### src/rtl/wrd_pkg.sv
// Shared word-recognition pipeline package: front-end constants plus the
// default geometry of the feature packer that sits behind the MFCC stage.
package wrd_pkg;

  // Front-end pipeline constants
  localparam int WRD_SAMPLE_RATE = 16000;
  localparam int WRD_FFT_LEN     = 512;
  localparam int WRD_NUM_MEL     = 40;

  // Feature packer defaults
  localparam int FP_I_BW       = 16;  // signed MFCC coefficient width
  localparam int FP_O_BW       = 8;   // signed quantized element width
  localparam int FP_VECTOR_LEN = 13;  // coefficients per packed vector
  localparam int FP_FRAME_LEN  = 50;  // vectors per frame
  localparam int FP_SHIFT      = 4;   // arithmetic right shift before saturation
  localparam int FP_SAT_CNT_W  = 16;  // width of the optional saturation counter

  // Counter width that stays legal for a depth of one
  function automatic int cnt_width(input int depth);
    return (depth > 1) ? $clog2(depth) : 1;
  endfunction

endpackage

### src/rtl/sat_quant.sv
// Combinational quantizer: floor arithmetic right shift followed by
// saturation to the signed O_BW range. Flags when clamping occurred.
module sat_quant #(
  parameter int I_BW  = 16,
  parameter int O_BW  = 8,
  parameter int SHIFT = 4
) (
  input  logic [I_BW-1:0] data,
  output logic [O_BW-1:0] q,
  output logic            sat
);

  localparam int Q_MAX = 2 ** (O_BW - 1) - 1;
  localparam int Q_MIN = -(2 ** (O_BW - 1));

  logic signed [I_BW-1:0] shifted;
  int                     shifted_int;

  // Shift (floor, no rounding) then clamp to the output range
  always_comb begin
    // NOTE: every always_comb output gets a default first so no path can infer a latch.
    q           = '0;
    sat         = 1'b0;
    shifted     = $signed(data) >>> SHIFT;
    shifted_int = int'(shifted);
    if (shifted_int > Q_MAX) begin
      q   = O_BW'(Q_MAX);
      sat = 1'b1;
    end else if (shifted_int < Q_MIN) begin
      q   = O_BW'(Q_MIN);
      sat = 1'b1;
    end else begin
      q   = shifted[O_BW-1:0];
    end
  end

endmodule

### src/rtl/feature_packer.sv
// Feature packer: quantizes a stream of signed MFCC coefficients and packs
// VECTOR_LEN of them into one output vector, flagging the last vector of
// each FRAME_LEN-vector frame. Optional build macro FEATURE_PACKER_SAT_CNT_EN
// adds sat_cnt_o, a per-frame count of saturated coefficients.
module feature_packer
  import wrd_pkg::*;
#(
  parameter int I_BW       = FP_I_BW,
  parameter int O_BW       = FP_O_BW,
  parameter int VECTOR_LEN = FP_VECTOR_LEN,
  parameter int FRAME_LEN  = FP_FRAME_LEN,
  parameter int SHIFT      = FP_SHIFT
) (
  input  logic                       clk_i,
  input  logic                       rst_i,
  input  logic [I_BW-1:0]            data_i,
  input  logic                       valid_i,
  output logic                       ready_o,
  output logic [O_BW*VECTOR_LEN-1:0] data_o,
  output logic                       valid_o,
  output logic                       last_o,
  input  logic                       ready_i
`ifdef FEATURE_PACKER_SAT_CNT_EN
  ,
  output logic [FP_SAT_CNT_W-1:0]    sat_cnt_o
`endif
);

  localparam int CW = cnt_width(VECTOR_LEN);
  localparam int VW = cnt_width(FRAME_LEN);

  logic [CW-1:0]              coef_cnt;
  logic [VW-1:0]              vec_cnt;
  logic [O_BW-1:0]            asm_q [VECTOR_LEN];
  logic [O_BW*VECTOR_LEN-1:0] vec_next;
  logic [O_BW-1:0]            q;
  logic                       sat;
  logic                       coef_last;
  logic                       vec_last;
  logic                       accept;
  logic                       load;
  logic                       drain;

  sat_quant #(
    .I_BW  (I_BW),
    .O_BW  (O_BW),
    .SHIFT (SHIFT)
  ) u_sat_quant (
    .data (data_i),
    .q    (q),
    .sat  (sat)
  );

  // Handshake decode: stall input only when the final coefficient would
  // need an output register that is still full and not draining.
  always_comb begin
    coef_last = (coef_cnt == CW'(VECTOR_LEN - 1));
    vec_last  = (vec_cnt == VW'(FRAME_LEN - 1));
    ready_o   = !(coef_last && valid_o && !ready_i);
    accept    = valid_i && ready_o;
    load      = accept && coef_last;
    drain     = valid_o && ready_i;
  end

  // Completed vector: stored slots plus the coefficient arriving this cycle
  always_comb begin
    vec_next = '0;
    for (int k = 0; k < VECTOR_LEN; k++) begin
      vec_next[k*O_BW +: O_BW] = (k == VECTOR_LEN - 1) ? q : asm_q[k];
    end
  end

  // Assembly register and coefficient slot counter
  always_ff @(posedge clk_i or posedge rst_i) begin
    if (rst_i) begin
      coef_cnt <= '0;
      // NOTE: this array is a handful of flops, not a RAM, so it is reset to give a clean restart.
      for (int k = 0; k < VECTOR_LEN; k++) begin
        asm_q[k] <= '0;
      end
    end else if (accept) begin
      // NOTE: sequential state uses non-blocking assignment so every flop samples pre-edge values.
      asm_q[coef_cnt] <= q;
      coef_cnt        <= coef_last ? '0 : coef_cnt + 1'b1;
    end
  end

  // Output register, frame position and last flag
  always_ff @(posedge clk_i or posedge rst_i) begin
    if (rst_i) begin
      data_o  <= '0;
      valid_o <= 1'b0;
      last_o  <= 1'b0;
      vec_cnt <= '0;
    end else if (load) begin
      data_o  <= vec_next;
      valid_o <= 1'b1;
      last_o  <= vec_last;
      vec_cnt <= vec_last ? '0 : vec_cnt + 1'b1;
    end else if (drain) begin
      valid_o <= 1'b0;
    end
  end

`ifdef FEATURE_PACKER_SAT_CNT_EN
  logic frame_start;

  always_comb begin
    frame_start = (coef_cnt == '0) && (vec_cnt == '0);
  end

  // Per-frame saturation count, restarted by the first accept of a frame
  always_ff @(posedge clk_i or posedge rst_i) begin
    if (rst_i) begin
      sat_cnt_o <= '0;
    end else if (accept) begin
      if (frame_start) begin
        sat_cnt_o <= FP_SAT_CNT_W'(sat);
      end else if (sat && (sat_cnt_o != '1)) begin
        sat_cnt_o <= sat_cnt_o + 1'b1;
      end
    end
  end
`endif

endmodule
### config.mk
export PLATFORM = sky130hd
export DESIGN_NAME = feature_packer
export DESIGN_NICKNAME = d
export VERILOG_FILES = /design/src/rtl/wrd_pkg.sv /design/src/rtl/sat_quant.sv /design/src/rtl/feature_packer.sv
export SDC_FILE = /design/constraint.sdc
export NUM_CORES = 1
export LEC_CHECK = 0
export ABC_AREA = 1
export CORE_ASPECT_RATIO = 1.1
export CORE_MARGIN = 3
export CORE_UTILIZATION = 36
export DETAILED_ROUTE_END_ITERATION = 16
export DONT_BUFFER_PORTS = 1
export PLACE_DENSITY_LB_ADDON = 0.3
export RECOVER_POWER = 100
export SLEW_MARGIN = 25
export SYNTH_ARGS = -nofsm -noshare
export SYNTH_HDL_FRONTEND = slang
export SYNTH_SLANG_ARGS = --single-unit
### constraint.sdc
create_clock -name clk_i -period 6.25 [get_ports clk_i]
set_clock_uncertainty 0.2 [all_clocks]
set_input_delay 0.3125 -clock clk_i [delete_from_list [all_inputs] [get_ports clk_i]]
set_output_delay 0.3125 -clock clk_i [all_outputs]
set_load 0.03 [all_outputs]
* Word-level counts from Yosys, hierarchy flattened
Index checks and enable logic that the tools add are counted.
** Storage, ports and cells
- Flip-flop bits (word level) :: 220
- Input port bits :: 20
- Output and inout bits :: 107
- Logic and storage cells :: 45
** Cells by class
- Add/subtract/negate cells :: 2
- Order comparisons :: 4
- Equality and inequality tests :: 2
- Muxes and demuxes :: 9
- Bitwise gates (word level) :: 1
- Reductions and logical operators :: 9
** Operator list (number)
- $bwmux W104 :: 1
- $demux W8 S4 :: 1
- $mux W8 :: 3
- $gt A12 B8 Y1 const B :: 1
- $lt A12 B8 Y1 const B :: 1
- $add A6 B1 Y6 const B :: 1
- $eq A6 B6 Y1 const B :: 1
- $logic_and A1 B1 Y1 :: 6
- $mux W6 :: 1
- $ge A5 B5 Y1 const B :: 1
- $lt A5 B1 Y1 const B :: 1
- $not A4 Y5 :: 1
- $add A4 B1 Y4 const B :: 1
- $eq A4 B4 Y1 const B :: 1
- $mux W4 :: 1
- $logic_not A1 Y1 :: 2
- $mux W1 :: 2
- $reduce_bool A2 Y1 :: 1

* Logic depth before layout (Yosys ltp)
Gate-level depths: netlist of run 1.
- Depth after elaboration :: 7
- Mapped depth :: 10
- Gate-level depth less buffers :: 9

* Modules after synthesis
A second synthesis of run 1 with hierarchy kept.
** Second synthesis, totals
- Cells, all modules :: 892
- Area total of the unflattened synthesis :: 8386.8 um^2
** By module, submodules not included
- feature_packer :: instances 1, cells an instance 870, area each 8284.2 um^2, sequential area each 5305.1 um^2
- sat_quant :: instances 1, cells an instance 22, area each 102.6 um^2, sequential area each 0.0 um^2

* Worst setup path before layout of run 1
No wires, ideal clock.
- Path type :: reg2reg
- From :: register coef_cnt[0]
- To :: register asm_q[10] in the netlist's numbering
- Setup time :: 0.117 ns
- Arrival time :: 1.593 ns
- Data required time :: 5.933 ns
- Path slack :: 4.339 ns
- Cell stages (with the launch flop) :: 10
- Buffers on the path :: 1
- Period minus slack after synthesis :: 1.911 ns
- Cell sequence :: dfrtp_1 -> inv_1 -> ha_1 -> nand2_1 -> nor2_4 -> nand2_1 -> buf_2 -> nand4_1 -> nand2_1 -> nand2_1
** On the way
- Elaborated cells on any way between the ends :: 12
- Classes of those cells :: 2 x order compare; 1 x eq/ne; 3 x mux; 1 x bitwise; 5 x reduce/logical
** RTL lines
- start, declared :: RTL line feature_packer.sv:32 : logic [CW-1:0] coef_cnt;
- start signal, assigned :: RTL line feature_packer.sv:84 : coef_cnt <= coef_last ? '0 : coef_cnt + 1'b1;
- $eq A4 B4 Y1 :: RTL line feature_packer.sv:57 : coef_last = (coef_cnt == CW'(VECTOR_LEN - 1));
- $logic_and A1 B1 Y1 (2 in series) :: RTL line feature_packer.sv:59 : ready_o = !(coef_last && valid_o && !ready_i);
- $logic_not A1 Y1 :: RTL line feature_packer.sv:59
- via ready_o :: RTL line feature_packer.sv:18 : output logic ready_o,
- $logic_and A1 B1 Y1 :: RTL line feature_packer.sv:60 : accept = valid_i && ready_o;
- end signal, assigned by index :: RTL line feature_packer.sv:83 : asm_q[coef_cnt] <= q;
- end, declared :: RTL line feature_packer.sv:34 : logic [O_BW-1:0] asm_q [VECTOR_LEN];
The timed path passes the listed nets, and every way through them passes these cells.
A chain may end at the register's enable or synchronous reset.

* Worst setup path after layout of run 1
- From :: register coef_cnt[0]
- To :: register data_o[96]
** On the way
- Cells in the longest elaborated chain, start to end :: 6
** RTL lines
- $eq A4 B4 Y1 * :: RTL line feature_packer.sv:57
- $logic_and A1 B1 Y1 (2 in series) :: RTL line feature_packer.sv:59
- $logic_not A1 Y1 :: RTL line feature_packer.sv:59
- $logic_and A1 B1 Y1 :: RTL line feature_packer.sv:60
- $logic_and A1 B1 Y1 * :: RTL line feature_packer.sv:61 : load = accept && coef_last;
- end signal, assigned :: RTL line feature_packer.sv:96 : data_o <= vec_next;
- end, declared :: RTL line feature_packer.sv:19 : output logic [O_BW*VECTOR_LEN-1:0] data_o,
Every way passes the cells marked *; elsewhere a longest branch is shown, timed or not.

==> run summary, run 1 <==
Tot GR Track Use -> 17.0%
Peak VDD IR -> 0.186 mV
DR vias -> 5965
Hold Path Class -> primary input to register
largest family of logic cells by synthesized area -> simple AND/OR/NAND/NOR gates
CORE AREA -> 0.0225 sq mm
top-count cell post-synth -> nand2_1
placed cell count -> 1233
DRC -> 0
Fmax -> 233 MHz
post-synthesis compound-gate area fraction -> 0.839%
xor and xnor fraction of the mapped netlist area -> 0.524%
Netlist cell types -> 22
Syn Nets -> 996
Ys Warns -> 0
antenna-violating nets left -> 0
number of global-route vias before repair -> 6043
Critical Path, Cell by Cell -> inv_1 > ha_1 > nand2_1 > nor2_1 > nand3_4 > clkinvlp_2 > buf_4 > nand2_1 > nand2_1
grt met3 use -> 4.53%
first-pass GRT wire length -> 34.0 mm
worst path required time -> 6430 ps
Yosys reg bits -> 212
Top FF cell, synth -> dfrtp_1
final slew viol count -> 52
failing checks -> max-capacitance violations, max-slew violations
Syn Area/Cell -> 8.61 sq um
post-CTS setup buffers -> 0
WS Path Type -> register to register
synth-to-layout area growth -> 12.7%
Pre-Repair DR Iteration Count -> 5
min Tclk post-route -> 4290 ps
# resized after CTS -> 0
final hold vios -> 0
Finished Layout Cells -> 1277
antenna diode count -> 0
CP top delay family -> buffers and inverters
final setup vio count -> 0
nets -> 993
most used cell, CP -> nand2_1
Synth Area in Adders -> 0.898%
mux contribution to synthesized area -> 0%
post-synth top area share -> 63.5%
CP Capture Type -> register
Commonest cells post-synth -> 640 x nand2_1, 212 x dfrtp_1, 20 x buf_2
gpl congestion -> 0.780
utilization after layout -> 41.9%
Storage cell area -> 0.00531 sq mm
busiest grt layer -> met2
Fillers -> 2242
Max Cap Violations -> 1
Clock Latency Late Sink -> 500 ps
Power, Total -> 4870 uW
Mapped Area -> 0.00836 sq mm
CTS Hold Bufs -> 4
Num CTS Buffers -> 23
gr ovfl total -> 0
leading area contributor after synthesis -> dfrtp_1
CP peak stage delay -> 1560 ps
Die Ht -> 166 um
synthesized instance count -> 970
post-synthesis simple-gate area fraction -> 31.5%
Slew headroom -> -27.4%
CTS tree -> built
RSZ-0062 raised after global routing -> no
clock root cell -> clkbuf_16
Rows -> 57
CP bufs+invs -> 3
antenna violations before repair -> 0
largest net degree at the start of global routing -> 141
Die Area -> 0.0251 sq mm
# IOs -> 127
CP arrival -> 4470 ps
Power Density -> 517 mW/mm^2
initial core utilization -> 37.2%
dpl hpwl -> 12.1 mm
clk sinks -> 212
Vias/cell -> 4.67
Least-Margin Pin Slew -> 1900 ps
Die Wd -> 151 um
fin crit share -> 68.6%
register area share after synthesis -> 63.5%
Total Wirelength -> 21.0 mm
Async S/R FF share, synth -> 100%
crit-path max FO -> 59
EDFF count, synth -> 0
status -> finished with violations
setup TNS -> 0 ps
slowest CP cell -> clkinvlp_2
clock-pin slew on the worst setup and hold paths -> 60 ps
LEAKAGE -> 0.00512 uW
per-cell routed wire length -> 16.4 um
maximum root-to-sink buffer count -> 3
grt met1 use -> 23.3%
H-tree Lvls -> 1
Synth area leaders -> dfrtp_1 63%, nand2_1 29%, buf_2 1.2%
area of the multi-input gates -> 0.00281 sq mm
M2 GR Usage -> 26.5%
Port Buf Inserts -> 0
crit path launch type -> register
number of DRC markers in iteration 0 -> 368
layout cells sized above 1 -> 4.68%
-- area by class of cell --
type	instances	share of cell area, %
sequential	212	56.3
multi-input combinational	706	29.8
clock buffer	30	6.71
tap	295	3.92
clock inverter	10	1.65
timing repair buffer	8	0.877
inverter	16	0.691
-- report_power, final --
part	internal, uW	switching (uW)
registers	1900	801
logic	287	466
clock network	875	539
-- cell usage in the layout, fill, tap and decap left out, types with 2 or more instances in the layout --
cell and count:
bufinv_16 4, clkinvlp_4 3, inv_2 2, o21ai_0 11
dlygate4sd3_1 4, inv_1 12, ha_1 6, dfrtp_1 212
nor2_1 16, nand2_1 641, clkinv_2 4, clkbuf_8 3
nand4_1 14, xor2_1 4, clkbuf_16 23, nand3_1 9
buf_4 3, clkbuf_1 4
-- path summary, 6_finish.rpt --
check	from	end	slack [ps]	cells past startpoint
max	coef_cnt[0]$_DFFE_PP0P_	data_o[96]$_DFFE_PP0P_	1960	9
min	valid_i	asm_q[43]$_DFFE_PP0P_	50	3
max reg2reg	coef_cnt[0]$_DFFE_PP0P_	data_o[96]$_DFFE_PP0P_	1960	9
min reg2reg	asm_q[56]$_DFFE_PP0P_	data_o[40]$_DFFE_PP0P_	270	2
max in group asynchronous	rst_i	asm_q[65]$_DFFE_PP0P_	4000	4
min in group asynchronous	rst_i	data_o[20]$_DFFE_PP0P_	270	3
-- tightest hold or removal path, delay by kind of cell --
kind             cells  cell delay (ps)
and+or+nand+nor      3              390
-- state kept, by name, summed over array words and instances, names as in the netlist --
name / count
data_o: 104
asm_q: 96
last_o: 1
valid_o: 1
vec_cnt: 6
coef_cnt: 4
-- per-stage QoR --
step                      instance area (sq um)  hold slack [ps]  setup WS, ps
after floorplan                            8360              242          2980
after global placement                     8610              238          2950
after detailed placement                   8610              239          2920
after CTS                                  9440             28.5          2900
after global routing                       9420             69.3          1370
final                                      9420             52.2          1960
-- kinds of logic after synthesis --
logic type | Yosys count
xor+xnor | 5
simple gates | 682
compound gates | 13
fa+ha+maj | 6
buf+inv | 52
flops | 212
-- routing by layer --
metal | up-vias | wire length (um)
li1 | 2939 | -
met1 | 2835 | 9510
met2 | 154 | 9510
met3 | 37 | 1500
met4 | 0 | 435
met5 | - | 0
Power figures use the tool's default switching activity.
==> run 2: changes to the inputs <==
- clock period: 6.25 -> 4.1 ns (I/O delays scaled with it)
==> run 2 against run 1 <==
Compared with the run above: the flow finishes with violations (negative hold slack, max-capacitance violations, max-slew violations); sequential share of layout area increased by 0.17 points; final cell count barely moved; die area stayed put; count of clock-buffer cells in the layout increased by 1; global-route usage is 0.22 points lower; register-to-register slack got worse by 1300 ps; first-iteration DRC count down 11%; final area down 0.31%; combinational power grew 53%; clock power rose by 48%; largest power group unchanged.
==> run summary, run 2 (synthesis results as in run 1) <==
P_sw -> 2750 uW
layout cells sized above 1 -> 4.48%
crit-path max FO -> 11
CP arrival -> 3720 ps
final hold vios -> 4
Clock Latency Late Sink -> 500 ps
WS Path Type -> register to register
initial core utilization -> 37.2%
per-cell routed wire length -> 16.4 um
Num CTS Buffers -> 22
# IOs -> 127
busiest grt layer -> met2
final slew viol count -> 276
nets -> 996
Tot GR Track Use -> 16.7%
commonest cells after routing, fill and taps aside -> 641 x nand2_1, 212 x dfrtp_1, 23 x clkbuf_16
clock-pin slew on the worst setup and hold paths -> 70 ps
Power, Total -> 7370 uW
status -> finished with violations
Die Area -> 0.0251 sq mm
largest net degree at the start of global routing -> 121
Least-Margin Pin Slew -> 1710 ps
Critical Path, Cell by Cell -> inv_1 > ha_1 > nand2_1 > nor2_1 > nand2_1 > nand2_1 > nor2_1 > nand2_1 > nand2_1 > dlygate4sd3_1
worst path required time -> 4340 ps
Total Wirelength -> 20.9 mm
number of DRC markers in iteration 0 -> 326
grt met3 use -> 3.85%
DR vias -> 5908
Vias/cell -> 4.62
LEAKAGE -> 0.00512 uW
Rows -> 57
gpl congestion -> 0.733
post-CTS setup buffers -> 0
Pre-Repair DR Iteration Count -> 5
CP peak stage delay -> 610 ps
gr ovfl total -> 0
CP Capture Type -> register
maximum root-to-sink buffer count -> 3
Port Buf Inserts -> 0
Hold Crit Depth -> 3
CTS tree -> built
Die Wd -> 151 um
Fmax -> 288 MHz
RSZ-0062 raised after global routing -> no
Reg power frac -> 56.0%
synth-to-layout area growth -> 12.4%
M2 GR Usage -> 25.6%
Power Density -> 785 mW/mm^2
antenna-violating nets left -> 0
failing checks -> negative hold slack, max-capacitance violations, max-slew violations
clock root cell -> clkbuf_16
most used cell, CP -> nand2_1
number of flip-flops in the largest register -> 104
r2r worst-path depth -> 10
slowest CP cell -> nor2_1
internal power -> 4620 uW
CORE AREA -> 0.0225 sq mm
final setup vio count -> 0
setup TNS -> 0 ps
H-tree Lvls -> 1
clock group share of total power -> 28.4%
combinational share of power -> 15.6%
Max Cap Violations -> 4
Hold Path Class -> primary input to register
Die Ht -> 166 um
most common cell after layout, fill and taps aside -> nand2_1
top flop regs -> data_o (104), asm_q (96), vec_cnt (6)
Slew headroom -> -14.2%
antenna violations before repair -> 0
clk sinks -> 212
antenna diode count -> 0
hold slack -> -4.18 ps
fin crit share -> 84.7%
switch share -> 37.3%
DRC -> 0
crit path launch type -> register
dpl hpwl -> 12.5 mm
min Tclk post-route -> 3470 ps
Peak VDD IR -> 0.332 mV
number of global-route vias before repair -> 5820
grt met1 use -> 24.1%
most flop-heavy register -> data_o
first-pass GRT wire length -> 33.4 mm
-- run 2: cell types whose count changed in the layout (fill, tap and decap cells not counted), sizes merged --
cell | previous run | this run
clkbuf | 30 | 36
dlygate4sd3 | 4 | 5
clkinvlp | 4 | 3
bufinv | 4 | 3
buf | 4 | 2
clkinv | 4 | 2
-- run 2: metal layers --
metal / part of all wire (%) / wire length, um
met4: 2.3 / 477
met5: 0 / 0
met1: 45 / 9500
met2: 46 / 9540
met3: 6.8 / 1430
-- run 2: final cells by class --
class	instances	area [sq um]
well taps	295	369
repair buffers	12	90.1
clock buffers	31	646
clock inverters	6	108
multi-input cells	706	2810
inverters	16	62.6
flip-flops and latches	212	5310
fillers	2265	13100
-- run 2: path summary, 6_finish.rpt --
path / slack (ps) / startpoint / end
max: 630 / coef_cnt[0]$_DFFE_PP0P_ / asm_q[15]$_DFFE_PP0P_
min: -4 / valid_i / asm_q[12]$_DFFE_PP0P_
max reg2reg: 630 / coef_cnt[0]$_DFFE_PP0P_ / asm_q[15]$_DFFE_PP0P_
min reg2reg: 260 / asm_q[52]$_DFFE_PP0P_ / data_o[52]$_DFFE_PP0P_
max in group asynchronous: 1000 / rst_i / data_o[76]$_DFFE_PP0P_
min in group asynchronous: 350 / rst_i / data_o[34]$_DFFE_PP0P_
-- run 2: worst max-delay path, delay by kind of cell, from the launching register on --
family / cells / cell delay [ps]
simple gates: 7 / 1900
fa+ha+maj: 1 / 250
flops: 1 / 400
buf+inv: 2 / 640
-- run 2: repair_timing --
item                                   in CTS  in global routing
gates resized for setup                     0                  0
hold buffers                                5                  0
endpoints found under the hold margin     107                  0
-- run 2: power groups by stage --
| stage | combinational, uW | sequential [uW] | clock (uW) |
|---|---|---|---|
| global placement | 1120 | 4150 | 0 |
| finish | 1150 | 4120 | 2090 |
| floorplan | 960 | 3990 | 0 |
| CTS | 1190 | 4140 | 2160 |
| detailed placement | 1170 | 4160 | 0 |
| global route | 1380 | 4230 | 2250 |
-- run 2: stage by stage --
| stage | cell area [sq um] | utilization [%] | worst slack (ps) | hold slack, ps | std cells |
|---|---|---|---|---|---|
| 2_1_floorplan | 8360 | - | 939 | 208 | 970 |
| 3_3_place_gp | 8630 | 38.4 | 1270 | 66.9 | 1236 |
| 3_5_place_dp | 8630 | 38.4 | 1220 | 65.7 | 1236 |
| 4_1_cts | 9430 | 42.0 | 703 | 6.51 | 1278 |
| 5_1_grt | 9390 | 41.8 | 318 | 17.0 | 1278 |
| 6_report | 9390 | 41.8 | 627 | -4.18 | 1278 |
==> run 3: changes to the inputs <==
- clock period: 4.1 -> 3.6 ns (I/O delays scaled with it)
==> run 3 against run 2 <==
Compared with the run above: the flow finishes with violations (max-capacitance violations, max-slew violations); die area unchanged; core utilization increased by 0.18 points; first-iteration DRC count increased by 11%; combinational power increased by 15%; critical path depth increased by 1; setup slack got worse by 150 ps; sequential power increased by 14%; global-route usage increased by 0.086 points; hold slack improved by 56 ps; final cell count increased by 0.39%; clock power increased by 13%; fmax increased by 11%.
==> run summary, run 3 (synthesis results as in run 1) <==
failing checks -> max-capacitance violations, max-slew violations
dpl hpwl -> 12.3 mm
DRC -> 0
H-tree Lvls -> 1
WS Path Type -> register to register
Num CTS Buffers -> 24
top flop regs -> data_o (104), asm_q (96), vec_cnt (6)
clk sinks -> 212
gr ovfl total -> 0
# IOs -> 127
nets -> 999
Clock Latency Late Sink -> 500 ps
clock root cell -> clkbuf_16
Die Ht -> 166 um
antenna violations before repair -> 0
CP bufs+invs -> 3
CP arrival -> 3370 ps
final hold vios -> 0
Max Cap Violations -> 2
most common cell after layout, fill and taps aside -> nand2_1
antenna diode count -> 0
worst path required time -> 3840 ps
maximum root-to-sink buffer count -> 3
CTS tree -> built
initial core utilization -> 37.2%
crit-path max FO -> 11
setup TNS -> 0 ps
Vias/cell -> 4.69
Fmax -> 320 MHz
Power Density -> 888 mW/mm^2
CP peak stage delay -> 610 ps
slowest CP cell -> nor2_1
first-pass GRT wire length -> 33.6 mm
final slew viol count -> 214
gpl congestion -> 0.739
antenna-violating nets left -> 0
Port Buf Inserts -> 0
synth-to-layout area growth -> 12.9%
Die Area -> 0.0251 sq mm
commonest cells after routing, fill and taps aside -> 641 x nand2_1, 212 x dfrtp_1, 25 x clkbuf_16
status -> finished with violations
hold path start -> valid_i
LEAKAGE -> 0.00514 uW
Critical Path, Cell by Cell -> inv_1 > ha_1 > nand2_1 > nor2_1 > nand2_1 > buf_4 > nand2_1 > nor2_1 > nand2_1 > nand2_1 > dlygate4sd3_1
number of DRC markers in iteration 0 -> 361
number of global-route vias before repair -> 6030
Die Wd -> 151 um
CP top delay family -> simple AND/OR/NAND/NOR gates
min Tclk post-route -> 3130 ps
layout cells sized above 1 -> 5.06%
crit path launch type -> register
most used cell, CP -> nand2_1
placed cell count -> 1237
CP Capture Type -> register
final setup vio count -> 0
RR Startpoint -> coef_cnt[0]$_DFFE_PP0P_
Least-Margin Pin Slew -> 2180 ps
post-CTS setup buffers -> 0
largest net degree at the start of global routing -> 123
clock-pin slew on the worst setup and hold paths -> 60 ps
RSZ-0062 raised after global routing -> no
per-cell routed wire length -> 16.2 um
Fillers -> 2254
Slew headroom -> -45.2%
Finished Layout Cells -> 1283
CORE AREA -> 0.0225 sq mm
Tot GR Track Use -> 16.8%
number of flip-flops in the largest register -> 104
fin crit share -> 86.8%
utilization after layout -> 42.0%
Pre-Repair DR Iteration Count -> 4
Hold Path Class -> primary input to register
most flop-heavy register -> data_o
Critical Path Source -> coef_cnt[0]$_DFFE_PP0P_
Peak VDD IR -> 0.390 mV
Total Wirelength -> 20.8 mm
Rows -> 57
DR vias -> 6020
-- run 3: final timing paths --
kind	end	slack, ps	cells past startpoint
hold reg to reg	data_o[51]$_DFFE_PP0P_	260	2
setup reg to reg	asm_q[15]$_DFFE_PP0P_	470	11
setup / recovery	asm_q[15]$_DFFE_PP0P_	470	11
min in group asynchronous	asm_q[61]$_DFFE_PP0P_	560	3
max in group asynchronous	asm_q[91]$_DFFE_PP0P_	1130	3
hold / removal	asm_q[96]$_DFFE_PP0P_	50	3
-- run 3: what timing repair did --
action,in CTS,in global routing
gates resized for setup,0,0
setup endpoints to repair,0,0
hold endpoints to repair,327,0
hold buffers,5,0
-- run 3: metal layers --
metal / up-vias / GRT usage [%] / share of wire (%)
met5: - / 0 / 0
met4: 0 / 4.10 / 1.7
met3: 28 / 4.15 / 7.6
met2: 164 / 26.7 / 46
met1: 2860 / 23.2 / 45
li1: 2968 / - / -
-- run 3: tightest hold or removal path: stages --
cell and delay (ps):
nand4_1 390, nand2_1 90, nand2_1 50
-- run 3: layout make-up --
cell class	count	area [sq um]	share of cell area (%)
Clock buffer	35	703	7.46
Clock inverter	6	62.6	0.663
Inverter	16	62.6	0.663
Multi-Input combinational cell	706	2810	29.8
Sequential cell	212	5310	56.2
Tap cell	295	369	3.91
Timing Repair Buffer	13	115	1.22
-- run 3: stage by stage --
stage	power, uW	instance area [sq um]	setup slack (ps)	hold slack [ps]
finish	8370	9430	474	52.0
global route	8970	9430	226	50.5
global placement	6010	8660	944	79.2
detailed placement	6070	8660	910	69.6
CTS	8520	9480	598	9.58
floorplan	5640	8360	464	183
-- run 3: report_power, final --
part	switching (uW)	internal, uW	leakage, uW	total, uW
Clock	937	1420	0.000378	2360
Combinational	809	506	0.00201	1320
Sequential	1390	3300	0.00275	4700
